`src/rtl/ddr_tx_serializer.sv`:
```
// ddr_tx_serializer
//   Parallel-to-DDR gearbox. Takes WIDTH-bit words over a valid/ready handshake
//   into a one-word holding register, then shifts them out two bits per clock on
//   D0 (rising-edge bit) and D1 (falling-edge bit) toward a DDR output flop.
//   A word waiting in the holding register follows the current word with no gap.
//   Every output is a flop, so this block can sit right in front of the DDR flop.
//
// Parameters
//   WIDTH      word width, even and >= 4; one word takes WIDTH/2 beats
//   MSB_FIRST  1: beat j = {W[WIDTH-1-2j], W[WIDTH-2-2j]}; 0: beat j = {W[2j], W[2j+1]}
//   IDLE       level driven on D0/D1 while no word is being shifted
//
// Ports
//   C          clock
//   R          synchronous active-high reset
//   EN         shift enable; 0 freezes the shifter, the beat counter and D0/D1
//   DIN        parallel word, sampled only when DIN_VLD && DIN_RDY
//   DIN_VLD    DIN valid
//   DIN_RDY    holding register empty (registered, never depends on DIN_VLD)
//   D0, D1     rising / falling edge bit for the DDR flop
//   CE         DDR flop clock enable, EN delayed by one clock
//   BUSY       a word occupies the shifter
//   WORD_DONE  one-clock pulse alongside the last beat of each word

module ddr_tx_serializer #(
    parameter int   WIDTH     = 8,
    parameter bit   MSB_FIRST = 1'b1,
    parameter logic IDLE      = 1'b0
) (
    input  logic             C,
    input  logic             R,
    input  logic             EN,
    input  logic [WIDTH-1:0] DIN,
    input  logic             DIN_VLD,
    output logic             DIN_RDY,
    output logic             D0,
    output logic             D1,
    output logic             CE,
    output logic             BUSY,
    output logic             WORD_DONE
);

    localparam int            BEATS     = WIDTH / 2;
    localparam int            CW        = (BEATS > 1) ? $clog2(BEATS) : 1;
    localparam logic [CW-1:0] LAST_BEAT = CW'(BEATS - 1);
    localparam logic [CW-1:0] ONE       = CW'(1);

    typedef enum logic {
        S_IDLE,
        S_SHIFT
    } state_t;

    state_t           state;
    logic [WIDTH-1:0] hold;
    logic             hold_full;
    logic [WIDTH-1:0] shreg;
    logic [CW-1:0]    beat_cnt;
    logic             din_rdy_q;
    logic             d0_q;
    logic             d1_q;
    logic             ce_q;
    logic             busy_q;
    logic             done_q;

    logic             accept;
    logic             at_last;
    logic             drain;

    // The beat on the line is always taken from the head of the word, and the
    // word is then shifted so the next beat moves to the head.
    function automatic logic [1:0] head_beat(input logic [WIDTH-1:0] w);
        return MSB_FIRST ? {w[WIDTH-1], w[WIDTH-2]} : {w[0], w[1]};
    endfunction

    function automatic logic [WIDTH-1:0] advance(input logic [WIDTH-1:0] w);
        return MSB_FIRST ? (w << 2) : (w >> 2);
    endfunction

    assign accept  = DIN_VLD && din_rdy_q;
    assign at_last = (beat_cnt == LAST_BEAT);
    // HOLD moves into the shifter when the shifter is free at this edge: either
    // idle, or showing the last beat of its word (seamless back-to-back).
    assign drain   = EN && hold_full && ((state == S_IDLE) || at_last);

    always_ff @(posedge C) begin
        if (R) begin
            state     <= S_IDLE;
            hold_full <= 1'b0;
            beat_cnt  <= '0;
            din_rdy_q <= 1'b0;
            d0_q      <= IDLE;
            d1_q      <= IDLE;
            ce_q      <= 1'b0;
            busy_q    <= 1'b0;
            done_q    <= 1'b0;
        end else begin
            ce_q   <= EN;
            done_q <= 1'b0;

            // Ready for the next cycle is computed from next-cycle occupancy, so
            // a draining HOLD only reopens after the edge that empties it.
            din_rdy_q <= !(accept || (hold_full && !drain));

            // NOTE: hold and shreg are pure datapath and are left out of the
            // reset branch; hold_full and state say whether their contents mean
            // anything, so clearing them would only add reset fan-out.
            if (accept) begin
                hold      <= DIN;
                hold_full <= 1'b1;
            end else if (drain) begin
                hold_full <= 1'b0;
            end

            if (drain) begin
                {d0_q, d1_q} <= head_beat(hold);
                shreg        <= advance(hold);
                beat_cnt     <= '0;
                state        <= S_SHIFT;
                busy_q       <= 1'b1;
            end else if (EN && (state == S_SHIFT)) begin
                if (at_last) begin
                    state  <= S_IDLE;
                    busy_q <= 1'b0;
                    d0_q   <= IDLE;
                    d1_q   <= IDLE;
                end else begin
                    {d0_q, d1_q} <= head_beat(shreg);
                    shreg        <= advance(shreg);
                    beat_cnt     <= beat_cnt + ONE;
                    done_q       <= ((beat_cnt + ONE) == LAST_BEAT);
                end
            end
        end
    end

    assign DIN_RDY   = din_rdy_q;
    assign D0        = d0_q;
    assign D1        = d1_q;
    assign CE        = ce_q;
    assign BUSY      = busy_q;
    assign WORD_DONE = done_q;

endmodule

```
`config.mk`:
```
export PLATFORM = sky130hd
export DESIGN_NAME = ddr_tx_serializer
export DESIGN_NICKNAME = d
export VERILOG_FILES = /design/src/rtl/ddr_tx_serializer.sv
export SDC_FILE = /design/constraint.sdc
export NUM_CORES = 1
export LEC_CHECK = 0
export ABC_CLOCK_PERIOD_IN_PS = 2210
export BUFFER_PORTS_ARGS = -buffer_cell sky130_fd_sc_hd__buf_2
export CAP_MARGIN = 20
export CORE_UTILIZATION = 52
export CTS_CLUSTER_SIZE = 16
export DETAILED_ROUTE_END_ITERATION = 12
export GPL_TIMING_DRIVEN = 0
export PLACE_DENSITY = 0.87
export SETUP_SLACK_MARGIN = 0.5
export SLEW_MARGIN = 5
export SYNTH_ARGS = -nofsm -noshare
export SYNTH_HDL_FRONTEND = slang
export SYNTH_SLANG_ARGS = --single-unit
```
`constraint.sdc`:
```
create_clock -name C -period 2.21 [get_ports C]
set_clock_uncertainty 0.15 [all_clocks]
set_input_delay 0.1105 -clock C [delete_from_list [all_inputs] [get_ports C]]
set_output_delay 0.1105 -clock C [all_outputs]
set_load 0.03 [all_outputs]
```
# Word-level counts from Yosys, hierarchy flattened
# Index checks and enable logic that the tools add are counted.
[totals] ff_bits=25 output_inout_bits=6
[op_classes] add_sub_neg=1 n_eq_ne=3 mux=14 bitwise_logic=4 reduce_logical=18
[ops] cell="8-bit two-way mux" n=3
[ops] cell="1-bit two-way mux" n=11
[ops] cell="2-bit AND reduction" n=3
[ops] cell="2-bit nonzero test" n=3
[ops] cell="1-bit logical AND" n=5
[ops] cell="2-bit equality test (second input constant)" n=2
[ops] cell="1-bit NOT" n=4
[ops] cell="4-bit OR reduction" n=1
[ops] cell="3-bit AND reduction" n=1
[ops] cell="2-bit by 1-bit adder with 2-bit output (second input constant)" n=1
[ops] cell="1-bit zero test" n=2
[ops] cell="1-bit logical OR" n=2
[ops] cell="2-bit by 1-bit inequality test with 1-bit output (second input constant)" n=1
[ops] cell="2-bit OR reduction" n=1

# Depth between registers and ports, before layout
# Gate-level depths: netlist of run 1.
[depth] depth_word=7 mapped_depth=5 mapped_depth_nobuf=5

# Worst setup path after synthesis of run 1
# No wires, ideal clock.
[synth_timing] path_kind="reg2reg" from="reg BUSY (netlist name)" to="reg shreg[2], enable pin" arrival_ps=1383 required_ps=1681 path_slack_ps=297 path_stages_with_launch=3 n_path_buf=0 period_less_slack_ps=1913 path_cell_list="dfxtp_1 -> nand2b_2 -> a211oi_1"
[synth_lines] element="end signal, assigned" line_no="116" source="shreg <= advance(hold);"
[synth_lines] element="end signal, assigned" line_no="128" source="shreg <= advance(shreg);"
[synth_lines] element="end, declared" line_no="56" source="logic [WIDTH-1:0] shreg;"

# Final worst setup path of run 1
[layout_timing] from="reg beat_cnt[1]" to="reg shreg[7] (data pin)"
[layout_between] elab_chain_len=4
[layout_lines] element="start, declared" line_no="57" source="logic [CW-1:0] beat_cnt;"
[layout_lines] element="start signal, assigned" line_no="129" source="beat_cnt <= beat_cnt + ONE;"
[layout_lines] element="2-bit equality test" line_no="80" source="assign at_last = (beat_cnt == LAST_BEAT);"
[layout_lines] element="1-bit logical OR" line_no="83" source="assign drain = EN && hold_full && ((state == S_IDLE) || at_last);"
[layout_lines] element="1-bit logical AND" line_no="83"
[layout_lines] element="8-bit two-way mux" line_no="114" source="if (drain) begin"
# Every way passes these cells.
# A chain may end at the register's enable or synchronous reset.

==> impl_metrics.csv, run 1 <==
group,metric,value,unit
power,leakagePower,0.433,nW
synthesis,top_post_synthesis_cells_by_area,"sky130_fd_sc_hd__edfxtp_1 46%, sky130_fd_sc_hd__dfxtp_1 20%, sky130_fd_sc_hd__mux2_2 4.9%",
grt,grt_pass1_wl,2570,µm
timing,rsz0062_at_grt,"false",
timing,post-route-period-util,0.747,
synthesis,postSynthRegisterBits,23,
cts,htreeDepth,1,
grt,grt_overflow,0,
placed_design,placement.io_buffers,15,
floorplanning,floorplan.initialDensity,0.584,
grt,global_route.usage.met2,0.315,
setup_path,critical_path.max_stage_delay,0.41,ns
worst_hold_path,timing.hold.worst.class,"input port to flip-flop",
timing,timing_hold_violations_final,0,
cts,tritoncts.num_buffers,3,
placed_design,pre_cts_ws,0.319,ns
floorplanning,coreArea,1580,µm²
setup_path,crit_path_launch_type,"flip-flop",
synthesis,synth_edf_count,14,
synthesis,avgSynthCellArea,13.3,µm²
floorplanning,io_pins,18,
setup_path,rr_worst_depth,4,
route,wl_per_cell,13.9,µm
floorplanning,chipWidth,44.1,µm
synthesis,synth_async_sr_flop_share,0,
setup_path,crit_slowest_cell,"sky130_fd_sc_hd__dfxtp_1",
setup_path,worstPathBufferInverterCount,0,
synthesis,seq_area_frac_synth,0.652,
grt,antenna_violations_before_repair,0,
grt,grt_pass1_vias,594,
cts,clock_insertion_delay_worst_skew,0.31,ns
grt,groute.usage.overall,0.188,
route,drt_first_pass_iters,6,
cts,cts_buffer_depth,2,
synthesis,synth.cell_area,921,µm²
timing,layout_min_cycle_time,1.65,ns
cts,cts_tree,"done",
setup_path,critPathTopFamily,"flip-flops",
setup_path,r2r_end,"shreg[7]$_DFFE_PP_",
timing,relSlewSlack,0.586,
setup_path,end_kind,"flip-flop",
setup_path,rr_startpoint,"beat_cnt[1]$_SDFFE_PP0P_",
cells_and_area,layout.nets,112,
cells_and_area,layout-drive-gt1-share,0.330,
placed_design,dpl_cell_area,1020,µm²
power,worst_ir_drop_vdd,0.489,mV
timing,setup_violations,0,
synthesis,synth_warnings,0,
synthesis,number_of_instances_in_the_synthesized_netlist,69,
cells_and_area,area.growth.synth_to_final,25.3,%
timing,setup-tns-final,0,ns
grt,grt_most_used_layer,"met2",
cts,clock-root-buffer,"sky130_fd_sc_hd__clkbuf_4",
placed_design,detailedPlacementHpwl,1040,µm
floorplanning,floorplan.rows,14,
synthesis,synth_top_area_share,0.457,
cts,clock_sinks,23,
setup_path,cp_data_arrival_time,1.58,ns
synthesis,mappedNetlistNets,83,
setup_path,timing_worst_setup_path_type,"flip-flop to flip-flop",
cells_and_area,diodes,0,
synthesis,synth_cell_type_count,26,
worst_hold_path,holdPathStages,3,
placed_design,gp_routability_congestion,0.712,
floorplanning,dieArea,1940,µm²
flow_run,max_cap_violations,0,
cells_and_area,fin_area,1150,µm²
route,count_of_nets_left_with_antenna_violations_after_detail_routing,0,
route,drtIter0Drc,18,
timing,max_slew.worst_pin.slew,0.619,ns
worst_hold_path,hold_end,"D0$_SDFFE_PP0P_",
cells_and_area,post-route-util,0.732,
route,via_count,634,
grt,grt_max_degree,14,
grt,fraction_of_met3_tracks_used_by_global_routing,0.0245,
route,vias_per_cell,5.61,
setup_path,path_cells,"ha_2 > nand2b_4 > nand3_4 > mux2_2",
synthesis,synth_area_leader_cell,"sky130_fd_sc_hd__edfxtp_1",
floorplanning,die_height,44.1,µm
grt,global_route.usage.met1,0.234,
setup_path,setup.reg_to_reg.worst_slack,0.56,ns
setup_path,cp.required,2.14,ns
cts,post_cts.repair.setup_buffers,0,
synthesis,yosysMostFrequentCell,"sky130_fd_sc_hd__edfxtp_1",
timing,maxSlewViolCount,0,
timing,final_critical_path_setup_slack,0.560,ns
setup_path,crit_path_max_fanout,6,
cts,clk_pin_slew_worst_paths,0.12,ns
synthesis,synth-main-ff-cell,"sky130_fd_sc_hd__edfxtp_1",
power,power-per-cell-area,642,nW/µm²
worst_hold_path,worstHoldStart,"EN",
route,totalWireLength,1570,µm
timing,max_freq,606,MHz
synthesis,synth_top_cells_by_count,"14 x sky130_fd_sc_hd__edfxtp_1, 9 x sky130_fd_sc_hd__dfxtp_1, 7 x sky130_fd_sc_hd__nand2_1",
route,post-route-drc-count,0,
run_status,run_status,"completed",
-- metrics by stage --
| step | cells | power, W | hold WS, ns |
|---|---|---|---|
| 4_1_cts | 113 | 0.000743 | 0.0303 |
| 5_1_grt | 113 | 0.000760 | 0.0596 |
| 3_5_place_dp | 100 | 0.000545 | 0.139 |
| 3_3_place_gp | 100 | 0.000542 | 0.137 |
| 6_report | 113 | 0.000741 | 0.0337 |
| 2_1_floorplan | 69 | 0.000525 | 0.0594 |
-- state kept, by name, indices dropped and copies added (netlist names) --
register,count
beat_cnt,2
CE,1
shreg,6
DIN_RDY,1
hold_full,1
D0,1
BUSY,1
D1,1
hold,8
WORD_DONE,1
-- layout make-up --
type                       instances  area [µm²]
inverter                           3        11.3
timing repair buffer              24         165
tap                               16        20.0
clock inverter                     1        5.00
sequential                        23         601
clock buffer                       3        22.5
buffer                             2        8.76
multi-input combinational         41         320
fill                             107         423
-- kinds of logic (layout without fill, tap and decap cells) --
group,after synthesis,count (layout),share of synthesized area
AND/OR/NAND/NOR,22,22,0.152
buffers and inverters,5,33,0.0217
adder cells (fa/ha/maj),2,2,0.0272
AO/OA/AOI/OAI,13,13,0.0978
multiplexers,4,4,0.0489
flip-flops,23,23,0.652
-- worst register-to-register path, delay by kind of cell (launching register included) --
family        cells  cell delay [ns]
flops             1             0.41
fa+ha+maj         1             0.25
simple gates      2             0.31
mux               1             0.30
-- power by group --
group	switching, W	internal, W	leakage, nW
Sequential	0.00000787	0.000468	0.203
Combinational	0.0000412	0.0000338	0.213
Clock	0.000122	0.0000676	0.0177
Total	0.000172	0.000569	0.433
-- layout by cell type (no fill, tap or decap), types with 2 or more instances in the layout --
cell                            netlist  layout
sky130_fd_sc_hd__inv_1                3       3
sky130_fd_sc_hd__clkbuf_4             0       3
sky130_fd_sc_hd__and2_1               2       2
sky130_fd_sc_hd__edfxtp_1            14      14
sky130_fd_sc_hd__dfxtp_1              9       9
sky130_fd_sc_hd__nand2_1              7       7
sky130_fd_sc_hd__nor3_1               2       2
sky130_fd_sc_hd__a21oi_1              5       5
sky130_fd_sc_hd__mux2_2               4       4
sky130_fd_sc_hd__nor2_1               3       3
sky130_fd_sc_hd__a31oi_1              2       2
sky130_fd_sc_hd__dlygate4sd3_1        0       9
sky130_fd_sc_hd__buf_2                1      16
-- metal layers --
layer | part of all wire | vias to the layer above
met5 | 0 | -
met3 | 0.043 | 5
li1 | - | 314
met4 | 0.021 | 0
met2 | 0.49 | 20
met1 | 0.44 | 295
-- repair_timing --
action                                 CTS  global route
gates resized for setup                  2             1
setup endpoints to repair               10            10
hold buffers                             9             0
pin swaps                                1             0
endpoints found under the hold margin   10             0
-- worst max-delay path by stage --
stage,from,to,cells after the start,slack [ns]
floorplan,BUSY$_SDFFE_PP0P_,shreg[2]$_SDFFCE_PN0P_,2,0.50
global placement,beat_cnt[1]$_SDFFE_PP0P_,shreg[6]$_DFFE_PP_,3,0.36
detailed placement,beat_cnt[1]$_SDFFE_PP0P_,shreg[7]$_DFFE_PP_,3,0.32
CTS,beat_cnt[1]$_SDFFE_PP0P_,shreg[7]$_DFFE_PP_,4,0.51
global route,beat_cnt[1]$_SDFFE_PP0P_,shreg[7]$_DFFE_PP_,4,0.51
finish,beat_cnt[1]$_SDFFE_PP0P_,shreg[7]$_DFFE_PP_,4,0.56
Power figures use the tool's default switching activity.
==> run 2: changes to the inputs <==
- ABC_CLOCK_PERIOD_IN_PS: 2210 -> 1300
- CORE_UTILIZATION: 52 -> 47
- PLACE_DENSITY: 0.87 -> 0.83
- clock period: 2.21 -> 1.3 ns (I/O delays scaled with it)
==> run 2 against run 1 <==
  * The run now ends with hold timing, setup timing left
  * Non-clock buffer count up 9
  * Critical endpoint is now beat_cnt[1]$_SDFFE_PP0P_
  * Clock-buffer cell count unchanged
  * First-iteration DRC count down 22%
  * Total power up 76%
==> impl_metrics.csv, run 2 (synthesis gave the netlist of run 1 again) <==
group,metric,value,unit
power,clock_power_share,0.246,
cells_and_area,layout-drive-gt1-share,0.575,
cts,clk_pin_slew_worst_paths,0.12,ns
power,total_power,0.00131,W
timing,setup-tns-final,-2.81,ns
cells_and_area,largest_register_ff_count,8,
setup_path,path_cells,"buf_4 > ha_4 > and4bb_2 > a31oi_1 > a21oi_1",
setup_path,cp_data_arrival_time,1.54,ns
floorplanning,floorplan.rows,15,
power,power-per-cell-area,944,nW/µm²
flow_run,max_cap_violations,0,
cts,holdBufCountCts,8,
setup_path,critical_path.max_stage_delay,0.37,ns
setup_path,critPathTopFamily,"flip-flops",
grt,grt_pass1_wl,3040,µm
cells_and_area,most-common-layout-cells,"14 x sky130_fd_sc_hd__edfxtp_1, 10 x sky130_fd_sc_hd__buf_2, 8 x sky130_fd_sc_hd__dlygate4sd3_1, 8 x sky130_fd_sc_hd__buf_6, 8 x sky130_fd_sc_hd__buf_4",
run_status,run_status,"finished with violations",
power,cell_internal_pwr,0.000994,W
placed_design,detailedPlacementHpwl,1100,µm
setup_path,cp.required,1.31,ns
timing,timing_hold_violations_final,1,
grt,grt_pass1_vias,652,
grt,grt_overflow,0,
timing,layout_min_cycle_time,1.53,ns
power,p_sw_frac,0.239,
route,via_count,697,
cts,clock_sinks,23,
power,psw,0.000312,W
cells_and_area,final.fill_count,119,
route,wl_per_cell,15.2,µm
timing,relSlewSlack,0.542,
floorplanning,io_pins,18,
cts,cts_buffer_depth,2,
route,vias_per_cell,5.32,
worst_hold_path,timing.hold.worst.class,"input port to flip-flop",
setup_path,end_kind,"flip-flop",
timing,setup_violations,17,
grt,grt_max_degree,14,
cts,clock_insertion_delay_worst_skew,0.30,ns
placed_design,placement.io_buffers,15,
timing,rsz0062_at_grt,"true",
setup_path,crit_path_launch_type,"flip-flop",
cells_and_area,post-route-util,0.776,
timing,max_slew.worst_pin.slew,0.687,ns
power,worst_ir_drop_vdd,0.856,mV
setup_path,crit_path_max_fanout,3,
cells_and_area,reg.largest.list,"hold x8, shreg x6, beat_cnt x2",
floorplanning,floorplan.initialDensity,0.516,
route,count_of_nets_left_with_antenna_violations_after_detail_routing,0,
cells_and_area,layout_commonest_cell,"sky130_fd_sc_hd__edfxtp_1",
timing,final_hold_slack,-0.0141,ns
setup_path,timing_worst_setup_path_type,"flip-flop to flip-flop",
run_status,failed_checks,"hold timing, setup timing",
grt,groute.usage.overall,0.206,
timing,post-route-period-util,1.18,
placed_design,gp_routability_congestion,0.764,
cells_and_area,multiInputGateArea,405,µm²
floorplanning,chipWidth,46.3,µm
timing,max_freq,654,MHz
power,p_comb_frac,0.134,
cells_and_area,diodes,0,
setup_path,worstPathBufferInverterCount,1,
cts,clock-root-buffer,"sky130_fd_sc_hd__clkbuf_4",
timing,final_critical_path_setup_slack,-0.228,ns
route,drt_first_pass_iters,4,
power,power.sequential.fraction,0.620,
route,post-route-drc-count,0,
floorplanning,die_height,46.3,µm
grt,antenna_violations_before_repair,0,
cells_and_area,regMostFlops,"hold",
route,drtIter0Drc,14,
cts,htreeDepth,1,
power,leakagePower,0.521,nW
route,totalWireLength,2000,µm
cells_and_area,layout.nets,121,
cells_and_area,layout.area.seq,622,µm²
timing,maxSlewViolCount,0,
setup_path,crit_slowest_cell,"sky130_fd_sc_hd__dfxtp_4",
floorplanning,dieArea,2140,µm²
cts,cts_tree,"done",
cells_and_area,area.growth.synth_to_final,50.3,%
floorplanning,coreArea,1780,µm²
cts,tritoncts.num_buffers,3,
-- run 2: routing by layer --
metal | wire length, µm | vias to the layer above | track usage
li1 | - | 331 | -
met1 | 890 | 347 | 0.295
met2 | 1050 | 15 | 0.332
met3 | 38 | 4 | 0.0235
met4 | 17 | 0 | 0.0529
met5 | 0 | - | 0
-- run 2: path summary, 6_finish.rpt --
check                                 from  slack, ns  depth (start not counted)                        to
setup reg to reg  beat_cnt[1]$_SDFFE_PP0P_      -0.23                          5  beat_cnt[1]$_SDFFE_PP0P_
setup / recovery  beat_cnt[1]$_SDFFE_PP0P_      -0.23                          5  beat_cnt[1]$_SDFFE_PP0P_
hold / removal                     DIN_VLD      -0.01                          4    hold_full$_SDFFE_PP0P_
hold reg to reg          BUSY$_SDFFE_PP0P_       0.40                          2         BUSY$_SDFFE_PP0P_
-- run 2: cell type report --
type	count	share of cell area
Sequential cell	23	0.449
Multi-Input combinational cell	41	0.293
Timing Repair Buffer	33	0.199
Tap cell	25	0.0226
Clock buffer	3	0.0163
Inverter	3	0.00995
Buffer	2	0.00633
Clock inverter	1	0.00362
-- run 2: worst register-to-register path, cell delays in order, from the launching register on --
cell and delay, ns:
sky130_fd_sc_hd__dfxtp_4 0.37, sky130_fd_sc_hd__buf_4 0.15, sky130_fd_sc_hd__ha_4 0.25, sky130_fd_sc_hd__and4bb_2 0.21
sky130_fd_sc_hd__a31oi_1 0.17, sky130_fd_sc_hd__a21oi_1 0.09
-- run 2: through the flow --
step	cell area [µm²]	worst slack, ns	cells
after floorplan	992	-0.194	69
after global placement	1100	-0.249	109
after detailed placement	1100	-0.276	109
after CTS	1320	-0.217	129
after global routing	1380	-0.285	131
final	1380	-0.228	131
-- run 2: power by group through the flow --
| stage | combinational, W | clock, W | sequential (W) |
|---|---|---|---|
| 2_1_floorplan | 0.0000623 | 0 | 0.000843 |
| 3_3_place_gp | 0.000112 | 0 | 0.000826 |
| 3_5_place_dp | 0.000115 | 0 | 0.000828 |
| 4_1_cts | 0.000158 | 0.000330 | 0.000809 |
| 5_1_grt | 0.000187 | 0.000354 | 0.000813 |
| 6_report | 0.000175 | 0.000321 | 0.000810 |
-- run 2: timing repair --
action / 4_1_cts / 5_1_grt
endpoints found under the hold margin: 10 / 1
setup buffers: 8 / 2
gates resized for setup: 22 / 10
setup endpoints to repair: 34 / 34
pin swaps: 5 / 5
==> run 3: changes to the inputs <==
- CORE_ASPECT_RATIO: not set -> 0.8
==> run 3 against run 2 <==
  * The flow still finishes with violations (hold timing, setup timing)
  * Register-to-register slack about the same
  * Critical path depth fell by 1
  * Die area about the same
  * Clock-buffer cell count did not move
  * Wire length down 1.5%
  * Sequential cell count unchanged
  * Worst setup slack worse by 0.013 ns
  * First-iteration DRC count up 64%
  * Final area unchanged
==> impl_metrics.csv, run 3 (synthesis gave the netlist of run 1 again) <==
group,metric,value,unit
cts,htreeDepth,1,
setup_path,r2r_end,"shreg[6]$_DFFE_PP_",
setup_path,cp.required,1.22,ns
floorplanning,io_pins,18,
placed_design,detailedPlacementHpwl,1060,µm
timing,maxSlewViolCount,0,
timing,final_hold_slack,-0.101,ns
timing,setup_violations,17,
route,drt_first_pass_iters,4,
timing,layout_min_cycle_time,1.54,ns
cells_and_area,area.growth.synth_to_final,50.3,%
worst_hold_path,holdPathStages,3,
worst_hold_path,hold_end,"hold_full$_SDFFE_PP0P_",
cts,holdBufCountCts,8,
placed_design,gp_routability_congestion,0.822,
setup_path,setup.reg_to_reg.worst_slack,-0.24,ns
setup_path,crit_path_max_fanout,5,
timing,max_freq,649,MHz
cts,cts_buffer_depth,2,
cts,clock-root-buffer,"sky130_fd_sc_hd__clkbuf_4",
timing,max_slew.worst_pin.slew,0.639,ns
cells_and_area,most-common-layout-cells,"14 x sky130_fd_sc_hd__edfxtp_1, 10 x sky130_fd_sc_hd__buf_2, 10 x sky130_fd_sc_hd__buf_6, 8 x sky130_fd_sc_hd__dlygate4sd3_1, 7 x sky130_fd_sc_hd__buf_4",
worst_hold_path,worstHoldStart,"DIN_VLD",
setup_path,crit_slowest_cell,"sky130_fd_sc_hd__dfxtp_4",
cells_and_area,diodes,0,
cells_and_area,multiInputGateArea,398,µm²
route,via_count,705,
setup_path,timing_worst_setup_path_type,"flip-flop to flip-flop",
power,worst_ir_drop_vdd,0.782,mV
power,leakagePower,0.527,nW
setup_path,rr_startpoint,"beat_cnt[0]$_SDFFE_PP0P_",
grt,grt_overflow,0,
grt,grt_most_used_layer,"met2",
flow_run,max_cap_violations,0,
placed_design,placement.io_buffers,15,
route,count_of_nets_left_with_antenna_violations_after_detail_routing,0,
route,wl_per_cell,15.3,µm
placed_design,placedCellCount,106,
grt,grt_pass1_vias,704,
route,post-route-drc-count,0,
grt,groute.usage.overall,0.212,
worst_hold_path,timing.hold.worst.class,"input port to flip-flop",
grt,antenna_violations_before_repair,0,
cells_and_area,largest_register_ff_count,8,
setup_path,crit_path_launch_type,"flip-flop",
cells_and_area,post-route-util,0.803,
cells_and_area,layout-drive-gt1-share,0.551,
route,vias_per_cell,5.47,
floorplanning,die_height,41.6,µm
cts,cts_tree,"done",
cells_and_area,reg.largest.list,"hold x8, shreg x6, beat_cnt x2",
timing,final_critical_path_setup_slack,-0.242,ns
setup_path,critPathTopFamily,"flip-flops",
cells_and_area,layout.area.seq,621,µm²
setup_path,critical_path.max_stage_delay,0.38,ns
cells_and_area,layout.nets,122,
power,power-per-cell-area,936,nW/µm²
setup_path,cp_data_arrival_time,1.46,ns
route,totalWireLength,1970,µm
floorplanning,coreArea,1720,µm²
cts,clock_insertion_delay_worst_skew,0.30,ns
cells_and_area,layoutNonFillerInstCount,129,
floorplanning,dieArea,2140,µm²
grt,fraction_of_met3_tracks_used_by_global_routing,0.0806,
timing,relSlewSlack,0.574,
cells_and_area,layout_commonest_cell,"sky130_fd_sc_hd__edfxtp_1",
run_status,run_status,"finished with violations",
timing,rsz0062_at_grt,"true",
setup_path,rr_worst_depth,4,
cts,clock_sinks,23,
grt,grt_max_degree,14,
floorplanning,chipWidth,51.5,µm
floorplanning,floorplan.rows,13,
grt,global_route.usage.met1,0.281,
cts,clk_pin_slew_worst_paths,0.12,ns
floorplanning,floorplan.initialDensity,0.534,
route,drtIter0Drc,23,
run_status,failed_checks,"hold timing, setup timing",
setup_path,path_cells,"ha_4 > nand2b_4 > nand3_4 > mux2_4",
timing,post-route-period-util,1.19,
grt,global_route.usage.met2,0.322,
cts,tritoncts.num_buffers,3,
grt,grt_pass1_wl,3310,µm
cells_and_area,regMostFlops,"hold",
timing,setup-tns-final,-3.15,ns
cells_and_area,final.fill_count,92,
setup_path,end_kind,"flip-flop",
placed_design,pre_cts_ws,-0.278,ns
timing,timing_hold_violations_final,2,
setup_path,worstPathBufferInverterCount,0,
-- run 3: worst max path at each step --
stage / startpoint / end / depth (start not counted)
after floorplan: beat_cnt[1]$_SDFFE_PP0P_ / shreg[4]$_DFFE_PP_ / 4
after global placement: beat_cnt[1]$_SDFFE_PP0P_ / shreg[7]$_DFFE_PP_ / 4
after detailed placement: beat_cnt[1]$_SDFFE_PP0P_ / shreg[7]$_DFFE_PP_ / 3
after CTS: beat_cnt[1]$_SDFFE_PP0P_ / shreg[6]$_DFFE_PP_ / 4
after global routing: beat_cnt[0]$_SDFFE_PP0P_ / shreg[6]$_DFFE_PP_ / 4
final: beat_cnt[0]$_SDFFE_PP0P_ / shreg[6]$_DFFE_PP_ / 4
-- run 3: layout make-up --
class | instances | area share
buffer | 2 | 0.00633
clock buffer | 3 | 0.0163
clock inverter | 1 | 0.00362
inverter | 3 | 0.00814
multi-input combinational | 41 | 0.288
sequential | 23 | 0.448
tap | 22 | 0.0199
timing repair buffer | 34 | 0.210
-- run 3: what timing repair did --
action	4_1_cts	5_1_grt
pin swaps	3	8
endpoints found under the hold margin	12	2
setup buffers	7	4
endpoints found under the setup margin	34	34
resized for setup	22	8
-- run 3: worst reg2reg max path: stages, from the launching register on --
cell                       delay, ns
sky130_fd_sc_hd__dfxtp_4        0.38
sky130_fd_sc_hd__ha_4           0.17
sky130_fd_sc_hd__nand2b_4       0.17
sky130_fd_sc_hd__nand3_4        0.13
sky130_fd_sc_hd__mux2_4         0.31
-- run 3: per-stage QoR --
stage	hold WS (ns)	power (W)	cell area, µm²
global route	-0.124	0.00134	1380
CTS	-0.124	0.00129	1320
global placement	0.0914	0.000938	1090
detailed placement	0.0931	0.000941	1090
floorplan	0.0139	0.000906	992
finish	-0.101	0.00129	1380
-- run 3: power breakdown --
part | total [W] | leakage [nW] | internal, W | switching, W
Combinational | 0.000169 | 0.302 | 0.0000836 | 0.0000851
Sequential | 0.000807 | 0.207 | 0.000791 | 0.0000158
Clock | 0.000319 | 0.0177 | 0.000115 | 0.000204
-- run 3: layer usage --
metal  part of all wire  wire (µm)
met5                  0          0
met4              0.032         62
met3              0.056        111
met2               0.46        908
met1               0.45        885
